$ cat config.mk
export PLATFORM = sky130hd
export DESIGN_NAME = posit_unit_rr_arbiter
export DESIGN_NICKNAME = d
export VERILOG_FILES = /design/src/rtl/posit_unit_rr_arbiter.sv
export SDC_FILE = /design/constraint.sdc
export NUM_CORES = 1
export LEC_CHECK = 0
export CAP_MARGIN = 20
export CORE_ASPECT_RATIO = 0.75
export CORE_MARGIN = 5
export CORE_UTILIZATION = 26
export CTS_BUF_LIST = sky130_fd_sc_hd__clkbuf_8
export DETAILED_ROUTE_END_ITERATION = 10
export SKIP_LAST_GASP = 1
export SLEW_MARGIN = 20
export SYNTH_ARGS = -nofsm -noshare
export SYNTH_HDL_FRONTEND = slang
export SYNTH_SLANG_ARGS = --single-unit
$ cat constraint.sdc
create_clock -name clk -period 6.8 [get_ports clk]
set_clock_uncertainty 0.15 [all_clocks]
set_input_delay 0.68 -clock clk [delete_from_list [all_inputs] [get_ports clk]]
set_output_delay 0.68 -clock clk [all_outputs]
set_load 0.005 [all_outputs]
$ cat src/rtl/posit_unit_rr_arbiter.sv
// Round-robin arbiter granting one shared posit unit to one of N_REQ PE lanes.
// Grants are registered, held until done/drop/watchdog, and always followed by one idle cycle.
module posit_unit_rr_arbiter #(
    parameter int N_REQ    = 8,
    parameter int MAX_HOLD = 16
) (
    input  logic                     clk,
    input  logic                     rst,
    input  logic [N_REQ-1:0]         req,
    input  logic                     res_done,
    output logic [N_REQ-1:0]         gnt,
    output logic [$clog2(N_REQ)-1:0] gnt_idx,
    output logic                     gnt_vld,
    output logic                     timeout
);
    localparam int IW = $clog2(N_REQ);
    localparam int CW = $clog2(MAX_HOLD);

    typedef enum logic {IDLE, HOLD} state_t;

    state_t            state_reg, state_next;
    logic [N_REQ-1:0]  gnt_reg, gnt_next;
    logic [IW-1:0]     gnt_idx_reg, gnt_idx_next;
    logic [IW-1:0]     last_idx_reg, last_idx_next;
    logic [CW-1:0]     hold_cnt_reg, hold_cnt_next;
    logic              timeout_reg, timeout_next;

    // Candidate gi is the requester at distance gi+1 after the previous winner.
    logic [IW-1:0]     cand_idx [N_REQ];
    logic [N_REQ-1:0]  cand_hit;

    generate
        for (genvar gi = 0; gi < N_REQ; gi++) begin : g_cand
            logic [IW:0] sum;
            logic [IW:0] wrapped;
            assign sum          = {1'b0, last_idx_reg} + (IW+1)'(gi + 1);
            assign wrapped      = (sum >= (IW+1)'(N_REQ)) ? (sum - (IW+1)'(N_REQ)) : sum;
            assign cand_idx[gi] = wrapped[IW-1:0];
            assign cand_hit[gi] = req[cand_idx[gi]];
        end
    endgenerate

    logic          win_found;
    logic [IW-1:0] win_idx;

    // Descending scan so the nearest candidate overwrites farther ones.
    always_comb begin
        win_found = 1'b0;
        win_idx   = '0;
        for (int k = N_REQ - 1; k >= 0; k--) begin
            if (cand_hit[k]) begin
                win_found = 1'b1;
                win_idx   = cand_idx[k];
            end
        end
    end

    logic rel_done, rel_drop, rel_wd;

    always_comb begin
        state_next    = state_reg;
        gnt_next      = gnt_reg;
        gnt_idx_next  = gnt_idx_reg;
        last_idx_next = last_idx_reg;
        hold_cnt_next = hold_cnt_reg;
        timeout_next  = 1'b0;
        rel_done      = res_done;
        rel_drop      = ~req[gnt_idx_reg];
        rel_wd        = (hold_cnt_reg == CW'(MAX_HOLD - 1));
        case (state_reg)
            IDLE: begin
                if (win_found) begin
                    state_next          = HOLD;
                    gnt_next            = '0;
                    gnt_next[win_idx]   = 1'b1;
                    gnt_idx_next        = win_idx;
                    last_idx_next       = win_idx;
                    hold_cnt_next       = '0;
                end
            end
            HOLD: begin
                if (rel_done || rel_drop || rel_wd) begin
                    state_next    = IDLE;
                    gnt_next      = '0;
                    hold_cnt_next = '0;
                    // Watchdog is only reported when it is the sole release cause.
                    timeout_next  = rel_wd && !rel_done && !rel_drop;
                end else if (!rel_wd) begin
                    hold_cnt_next = hold_cnt_reg + CW'(1);
                end
            end
            default: state_next = IDLE;
        endcase
    end

    always_ff @(posedge clk or posedge rst) begin
        if (rst) begin
            state_reg    <= IDLE;
            gnt_reg      <= '0;
            gnt_idx_reg  <= '0;
            last_idx_reg <= IW'(N_REQ - 1);
            hold_cnt_reg <= '0;
            timeout_reg  <= 1'b0;
        end else begin
            state_reg    <= state_next;
            gnt_reg      <= gnt_next;
            gnt_idx_reg  <= gnt_idx_next;
            last_idx_reg <= last_idx_next;
            hold_cnt_reg <= hold_cnt_next;
            timeout_reg  <= timeout_next;
        end
    end

    assign gnt     = gnt_reg;
    assign gnt_idx = gnt_idx_reg;
    assign gnt_vld = |gnt_reg;
    assign timeout = timeout_reg;

endmodule
=== After elaboration in Yosys (flattened, before gate mapping) ===
Cells that the tools add are included.
Widths: inputs -> output; s select.

* Bits of input ports: 11
* ROM bits: 0
* Register bits: 20
* Output and inout port bits: 13
* Bits in writable memories: 0
* Memories kept: 0
* Bits in latches: 0
* Word-level logic and storage cells: 114

* Reductions and logical operators: 10
* Shift operators: 0
* Equality and inequality tests: 4
* Multipliers: 0
* Multiplexer cells: 56
* Bitwise operators: 2
* $add $sub $neg: 17
* Divide/modulo/power cells: 0
* $lt $le $gt $ge: 19

{| class="wikitable"
|+ Operators with widths
! kind !! count
|-
| $mux 3 || 16
|-
| $lt 3x4->1 const B || 10
|-
| $ge 4x4->1 const B || 8
|-
| $bmux 1 s3 || 9
|-
| $sub 3x1->3 const B || 8
|-
| $mux 1 || 22
|-
| $add 3x3->4 const B || 4
|-
| $mux 8 || 2
|-
| $pmux 8 s2 || 1
|-
| $mux 4 || 3
|-
| $add 3x2->4 const B || 2
|-
| $pmux 4 s2 || 1
|-
| $reduce_or 8->1 || 1
|-
| $reduce_and 2->1 || 3
|-
| $add 3x1->4 const B || 1
|-
| $add 3x4->4 const B || 1
|-
| $add 4x1->4 const B || 1
|-
| $eq 4x4->1 const B || 1
|-
| $demux 1 s3 || 1
|-
| $ge 3x1->1 const B || 1
|-
| $logic_and 1x1->1 || 3
|-
| $ne 3x2->1 const B || 1
|-
| $logic_or 1x1->1 || 2
|-
| $ne 2x1->1 const B || 1
|-
| other kinds (4) || 5
|}

=== Depth between registers and ports, before layout ===
Gate-level depths: netlist of the first run.

* Depth in word-level cells: 19
* Mapped depth: 11
* Mapped depth without buffers: 8

=== Worst setup path before layout of the first run ===
No wires, ideal clock.

* Kind: register to register
* Start: register last_idx_reg[1]
* End: register gnt_reg[5], in the netlist gnt[5]
* Arrival time: 3.502 ns
* Data required time: 6.529 ns
* Setup time: 0.121 ns
* Clock period less this slack: 3.773 ns
* Cell stages (with the launch flop): 11
* Buffers on the path: 2
* Path slack: 3.027 ns
* Cells stage by stage: dfstp_2 > buf_2 > buf_2 > inv_1 > ha_1 > mux4_1 > mux2i_1 > or4b_2 > o221ai_1 > o211ai_2 > a32o_2

* Cells in the longest elaborated chain, start to end: 19
* Elaborated cells between the ends (all ways): 73
* Those cells by class: 16 x add/sub; 10 x order compare; 1 x eq/ne; 44 x mux; 2 x reduce/logical

{| class="wikitable"
|+ RTL lines
! what !! line !! source
|-
| from (decl) || 24 || <nowiki>logic [IW-1:0] last_idx_reg, last_idx_next;</nowiki>
|-
| from (signal assigned) || 101 || <nowiki>last_idx_reg <= IW'(N_REQ - 1);</nowiki>
|-
| from (signal assigned) || 108 || <nowiki>last_idx_reg <= last_idx_next;</nowiki>
|-
| $add 3x4->4 || 36 || <nowiki>assign sum = {1'b0, last_idx_reg} + (IW+1)'(gi + 1);</nowiki>
|-
| $ge 4x4->1 / $sub 3x1->3 (equally long branches) || 37 || <nowiki>assign wrapped = (sum >= (IW+1)'(N_REQ)) ? (sum - (IW+1)'(N_REQ)) : sum;</nowiki>
|-
| $mux 3 || 37 ||
|-
| $bmux 1 s3 || 39 || <nowiki>assign cand_hit[gi] = req[cand_idx[gi]];</nowiki>
|-
| $mux 1 (implied by the code) || 39 ||
|-
| $mux 3 (8 in series) || 51 || <nowiki>if (cand_hit[k]) begin</nowiki>
|-
| $lt 3x4->1 (implied by the code) / $ge 3x1->1 (equally long branches) || 75 || <nowiki>gnt_next[win_idx] = 1'b1;</nowiki>
|-
| $logic_and 1x1->1 (implied by the code) || 75 ||
|-
| $mux 1 (implied by the code) || 75 ||
|-
| $demux 1 s3 || 75 ||
|-
| $mux 8 || 72 || <nowiki>if (win_found) begin</nowiki>
|-
| $pmux 8 s2 || 70 || <nowiki>case (state_reg)</nowiki>
|-
| to (signal assigned) || 106 || <nowiki>gnt_reg <= gnt_next;</nowiki>
|-
| to (decl) || 22 || <nowiki>logic [N_REQ-1:0] gnt_reg, gnt_next;</nowiki>
|}

Parallel ways exist; a longest one is shown, timed or not. The select of a mux whose other input is x is not followed.
A chain may end at the register's enable or synchronous reset.

=== Worst setup path in the final report of the first run ===
* Start: register last_idx_reg[0]
* End: register gnt_reg[5], in the netlist gnt[5]

Same word-level chain as after synthesis.

==> metrics.cfg, run 1 <==
[die]
num_rows = 28
floorplan.initialDensity_pct = 26.5
die_area_mm2 = 0.00986
die_w_um = 113
die_h_um = 87.2
core_area_mm2 = 0.00781
ios = 24

[clock_tree]
h-tree-depth = 1
postCtsSetupBuffers = 0
cts_hold_buf = 0
worstSkewPairLatency_ns = 0.25
cts_sinks = 20
cts_tree = built
path_clk_slew_ns = 0.07
cts_resized = 0
cts.path.max_buffers = 2
numCtsBuffers = 3
root_buffer = clkbuf_8

[layout]
num_antenna_cells = 0
final_area_mm2 = 0.00242
drive_above_1_share_pct = 18.0
final_core_util_pct = 30.9
final_cell_mix = 23 x clkdlybuf4s50_1, 19 x nand2_1, 18 x mux2i_1
largest_reg_flops = 8
syn_to_final_growth_pct = 16.8
final_common_cell = clkdlybuf4s50_1
fin_cells = 316
nets = 226

[worst_setup_path]
crit_arrival_ns = 4.52
crit_fanout = 22
crit_required_ns = 6.80
start_kind = flop
end_kind = flop
crit_type = flop to flop
timing.rr.end = gnt[5]$_DFFE_PP0P_
r2r_start = last_idx_reg[0]$_DFFE_PP1P_
r2r_cells = 8
rrSetupSlack_ns = 2.28

[routing]
wl_um = 5490
vias = 1767
via_per_inst = 5.59
dr.first_iter.drc_count = 270
drcViolationCount = 0
ant_nets = 0
wire_per_inst_um = 17.4
drt_pass1_iterations = 4

[sta]
worst_pin_slew_ns = 0.814
whs_ns = 0.360
min_period_over_period_pct = 66.5
max_clock_freq_mhz = 221
final-max-slew-violation-count = 0
setup_viol = 0
rsz0062_at_grt = false
fin_setup_tns_ns = 0
finalHoldViolCount = 0
relSlewSlack_pct = 45.7
setup_slack_ns = 2.28
post-route-min-period_ns = 4.52

[logic_synthesis]
synth_nets = 213
syn_inst = 199
syn_area_per_cell_um2 = 10.4
synthArstFlopShare_pct = 100
syn-cell-area_mm2 = 0.00207
synth_warnings = 0
ys_ff_latch = 20
synth_cell_type_count = 57
synth_ff_type = dfrtp_1
synth_enable_flop_cells = 0
synth_seq_area_share_pct = 24.4

[pwr]
p_per_area_mw_per_mm2 = 553
finalPower_mw = 1.34
p_leak_nw = 0.969
ir_drop_mv = 0.212

[placed_design]
dp.cells = 312
placed_area_mm2 = 0.00236
gp_congestion = 0.874
numPortBuffers = 23
hpwl_um = 4110
pre_cts_slack_ns = 2.32

[outcome]
status = complete, no violations

[min_path]
holdPathStages = 2
hold_path_startpoint = gnt[2]$_DFFE_PP0P_
hold_class = flop to flop
hold-path-endpoint = gnt[2]$_DFFE_PP0P_

[global_routing]
grt_overflow = 0
first_global_vias = 1714
grt_pass1_wl_um = 9250
antenna_found_initial = 0
grt_usage_pct = 11.5
grt_max_degree = 25

[flow_run]
maxCapViolations = 0

## power by group
part           internal, mW  total [mW]  switching (mW)
registers             0.164       0.254          0.0906
clock network        0.0515      0.0887          0.0373
logic                 0.461       0.992           0.531
total                 0.677        1.34           0.659
## critical path, stage by stage (launching register included)
cell	delay, ns
dfstp_2	0.84
clkinv_1	0.38
ha_1	0.76
mux4_1	0.73
mux2i_1	0.33
or4b_2	0.61
o221ai_1	0.14
o211ai_2	0.19
a32o_2	0.28
## cell type report
cell class,count,area (um^2)
fill,823,5400
multi-input combinational,153,1450
sequential,20,504
timing repair buffer,23,230
tap,105,131
clock buffer,4,55.1
inverter,11,41.3
## logic make-up (layout without fill, tap and decap cells)
group                    after synthesis  in the layout  share of synthesized area [%]
flip-flops                            20             20                           24.4
multiplexers                          44             44                           33.4
buffers and inverters                 26             38                           5.32
XOR/XNOR                               5              5                           2.12
adder cells (fa/ha/maj)                3              3                           1.82
AND/OR/NAND/NOR                       49             49                           12.3
AO/OA/AOI/OAI                         52             52                           20.6
## cells in the mapped netlist (5+ instances only)
cell type  instances  area (um^2)
clkbuf_1           7         26.3
dfrtp_1           17          425
inv_1             10         37.5
mux2_2             9          101
mux2i_1           18          180
mux4_1             7          184
mux4_2            10          225
nand2_1           19         71.3
nor2_1             8         30.0
o21ai_0           10         50.1
o31ai_1            5         37.5
## layer usage
| metal | routed length, um | part of all wire, % | GRT usage, % |
|---|---|---|---|
| met5 | 0 | 0 | 0 |
| met4 | 27 | 0.49 | 1.86 |
| met3 | 242 | 4.4 | 2.15 |
| met2 | 2350 | 43 | 16.3 |
| met1 | 2870 | 52 | 18.2 |
## worst max-delay path by stage
stage	start	endpoint	slack, ns	cells past startpoint
floorplan	last_idx_reg[1]$_DFFE_PP1P_	gnt[5]$_DFFE_PP0P_	3.03	10
global placement	last_idx_reg[0]$_DFFE_PP1P_	gnt[5]$_DFFE_PP0P_	2.43	8
detailed placement	last_idx_reg[0]$_DFFE_PP1P_	gnt[5]$_DFFE_PP0P_	2.32	8
CTS	last_idx_reg[0]$_DFFE_PP1P_	gnt[5]$_DFFE_PP0P_	2.33	8
global route	last_idx_reg[0]$_DFFE_PP1P_	gnt[5]$_DFFE_PP0P_	1.96	8
finish	last_idx_reg[0]$_DFFE_PP1P_	gnt[5]$_DFFE_PP0P_	2.28	8
No activity file was read; power rests on OpenSTA's default activity.
==> run 2: changes to the inputs <==
==> constraint.sdc (replaced) <==
create_clock -name clk -period 4.35 [get_ports clk]
set_clock_uncertainty 0.15 [all_clocks]
set_input_delay 0.435 -clock clk [delete_from_list [all_inputs] [get_ports clk]]
set_output_delay 0.435 -clock clk [all_outputs]
set_load 0.005 [all_outputs]
==> metrics.cfg, run 2 (synthesized netlist as in run 1, its figures left out) <==
[sta]
rsz0062_at_grt = false  ; unchanged
fin_setup_tns_ns = 0  ; unchanged
whs_ns = 0.370  ; was 0.360 ns
worst_pin_slew_ns = 0.776  ; was 0.814 ns
setup_viol = 0  ; unchanged
final-max-slew-violation-count = 0  ; unchanged
max_clock_freq_mhz = 279  ; was 221 MHz
post-route-min-period_ns = 3.59  ; was 4.52 ns
finalHoldViolCount = 0  ; unchanged
min_period_over_period_pct = 82.5  ; was 66.5%
relSlewSlack_pct = 48.2  ; was 45.7%

[die]
ios = 24  ; unchanged
num_rows = 28  ; unchanged
core_area_mm2 = 0.00781  ; unchanged
die_h_um = 87.2  ; unchanged
die_area_mm2 = 0.00986  ; unchanged
floorplan.initialDensity_pct = 26.5  ; unchanged
die_w_um = 113  ; unchanged

[min_path]
hold_class = flop to flop  ; unchanged

[routing]
dr.first_iter.drc_count = 128  ; was 270
via_per_inst = 5.51  ; was 5.59
wl_um = 5540  ; was 5490 um
vias = 1762  ; was 1767
ant_nets = 0  ; unchanged
drt_pass1_iterations = 4  ; unchanged
drcViolationCount = 0  ; unchanged
wire_per_inst_um = 17.3  ; was 17.4 um

[global_routing]
grt_max_degree = 24  ; was 25
grt_pass1_wl_um = 9270  ; was 9250 um
grt_overflow = 0  ; unchanged
first_global_vias = 1713  ; was 1714
antenna_found_initial = 0  ; unchanged
grt_usage_pct = 11.6  ; was 11.5%

[clock_tree]
cts_resized = 0  ; unchanged
h-tree-depth = 1  ; unchanged
postCtsSetupBuffers = 0  ; unchanged
cts_tree = built  ; unchanged
path_clk_slew_ns = 0.08  ; was 0.07 ns
cts.path.max_buffers = 2  ; unchanged
root_buffer = clkbuf_8  ; unchanged
cts_hold_buf = 0  ; unchanged
numCtsBuffers = 3  ; unchanged
worstSkewPairLatency_ns = 0.26  ; was 0.25 ns
cts_sinks = 20  ; unchanged

[pwr]
p_switching_mw = 1.04  ; was 0.659 mW
p_leak_nw = 0.987  ; was 0.969 nW
p_sw_share_pct = 49.6  ; was 49.3%
p_clk_share_pct = 5.8  ; was 6.6%
seq_power_share_pct = 15.2  ; was 19.0%
p_per_area_mw_per_mm2 = 865  ; was 553 mW/mm^2
power_report.internal_total_mw = 1.06  ; was 0.677 mW
ir_drop_mv = 0.323  ; was 0.212 mV
combPwrFrac_pct = 79.0  ; was 74.3%

[worst_setup_path]
crit_fanout = 6  ; was 22
crit_type = flop to flop  ; unchanged
crit_chain = clkinv_1 -> buf_4 -> ha_1 -> mux4_1 -> mux2i_1 -> or4b_2 -> o221ai_1 -> o211ai_2 -> o31ai_1  ; was clkinv_1 -> ha_1 -> mux4_1 -> mux2i_1 -> or4b_2 -> o221ai_1 -> o211ai_2 -> a32o_2
crit_required_ns = 4.36  ; was 6.80 ns
crit_arrival_ns = 3.60  ; was 4.52 ns
end_kind = flop  ; unchanged
cpPeakStageDelay_ns = 0.70  ; was 0.84 ns
crit_slowest_cell = mux4_1  ; was dfstp_2
start_kind = flop  ; unchanged

[layout]
syn_to_final_growth_pct = 17.8  ; was 16.8%
drive_above_1_share_pct = 19.1  ; was 18.0%
final_common_cell = clkdlybuf4s50_1  ; unchanged
largest_reg_flops = 8  ; unchanged
nets = 230  ; was 226
final_cell_mix = 23 x clkdlybuf4s50_1, 19 x nand2_1, 18 x mux2i_1  ; unchanged
num_antenna_cells = 0  ; unchanged

[placed_design]
gp_congestion = 0.835  ; was 0.874
hpwl_um = 4190  ; was 4110 um
numPortBuffers = 23  ; unchanged

[outcome]
status = complete, no violations  ; unchanged

[flow_run]
maxCapViolations = 0  ; unchanged

-- run 2: critical path: cells and delay by family, from the launching register on --
kind / cells / cell delay [ns]
flops: 1 / 0.53
compound gates: 3 / 0.62
buf+inv: 2 / 0.22
mux: 2 / 1.03
fa+ha+maj: 1 / 0.32
simple gates: 1 / 0.61
-- run 2: worst paths after layout --
path | start | end | slack (ns) | depth (start not counted)
setup / recovery | last_idx_reg[0]$_DFFE_PP1P_ | gnt[6]$_DFFE_PP0P_ | 0.76 | 9
hold / removal | gnt[1]$_DFFE_PP0P_ | gnt[1]$_DFFE_PP0P_ | 0.37 | 1
setup reg to reg | last_idx_reg[0]$_DFFE_PP1P_ | gnt[6]$_DFFE_PP0P_ | 0.76 | 9
hold reg to reg | gnt[1]$_DFFE_PP0P_ | gnt[1]$_DFFE_PP0P_ | 0.37 | 1
max in group asynchronous | rst | gnt_idx[0]$_DFFE_PP0P_ | 3.09 | 2
min in group asynchronous | rst | hold_cnt_reg[3]$_DFFE_PP0P_ | 0.47 | 2
-- run 2: routing by layer --
| layer | routed length (um) | global-route usage, % |
|---|---|---|
| met1 | 2690 | 17.7 |
| met5 | 0 | 0 |
| met2 | 2390 | 17.0 |
| met4 | 45 | 1.53 |
| met3 | 418 | 2.92 |
-- run 2: area by class of cell --
cell class / instances / area (um^2)
Fill cell: 792 / 5380
Clock inverter: 1 / 3.75
Sequential cell: 20 / 504
Multi-Input combinational cell: 153 / 1450
Clock buffer: 3 / 41.3
Tap cell: 105 / 131
Inverter: 11 / 41.3
Timing Repair Buffer: 27 / 260
-- run 2: stage by stage --
stage               setup WS [ns]  util [%]  area [um^2]  power (mW)  cells
floorplan                   0.577         -         2070        1.57    199
global placement            0.748      30.6         2390        1.96    316
detailed placement          0.687      30.6         2390        1.97    316
CTS                         0.764      31.2         2440        2.10    320
global route                0.569      31.2         2440        2.29    320
finish                      0.762      31.2         2440        2.11    320
-- run 2: power by group through the flow --
stage          Clock (mW)  Sequential [mW]  Combinational [mW]
2_1_floorplan           0            0.305                1.27
3_3_place_gp            0            0.325                1.64
3_5_place_dp            0            0.323                1.65
4_1_cts             0.126            0.320                1.66
5_1_grt             0.138            0.330                1.82
6_report            0.123            0.321                1.66
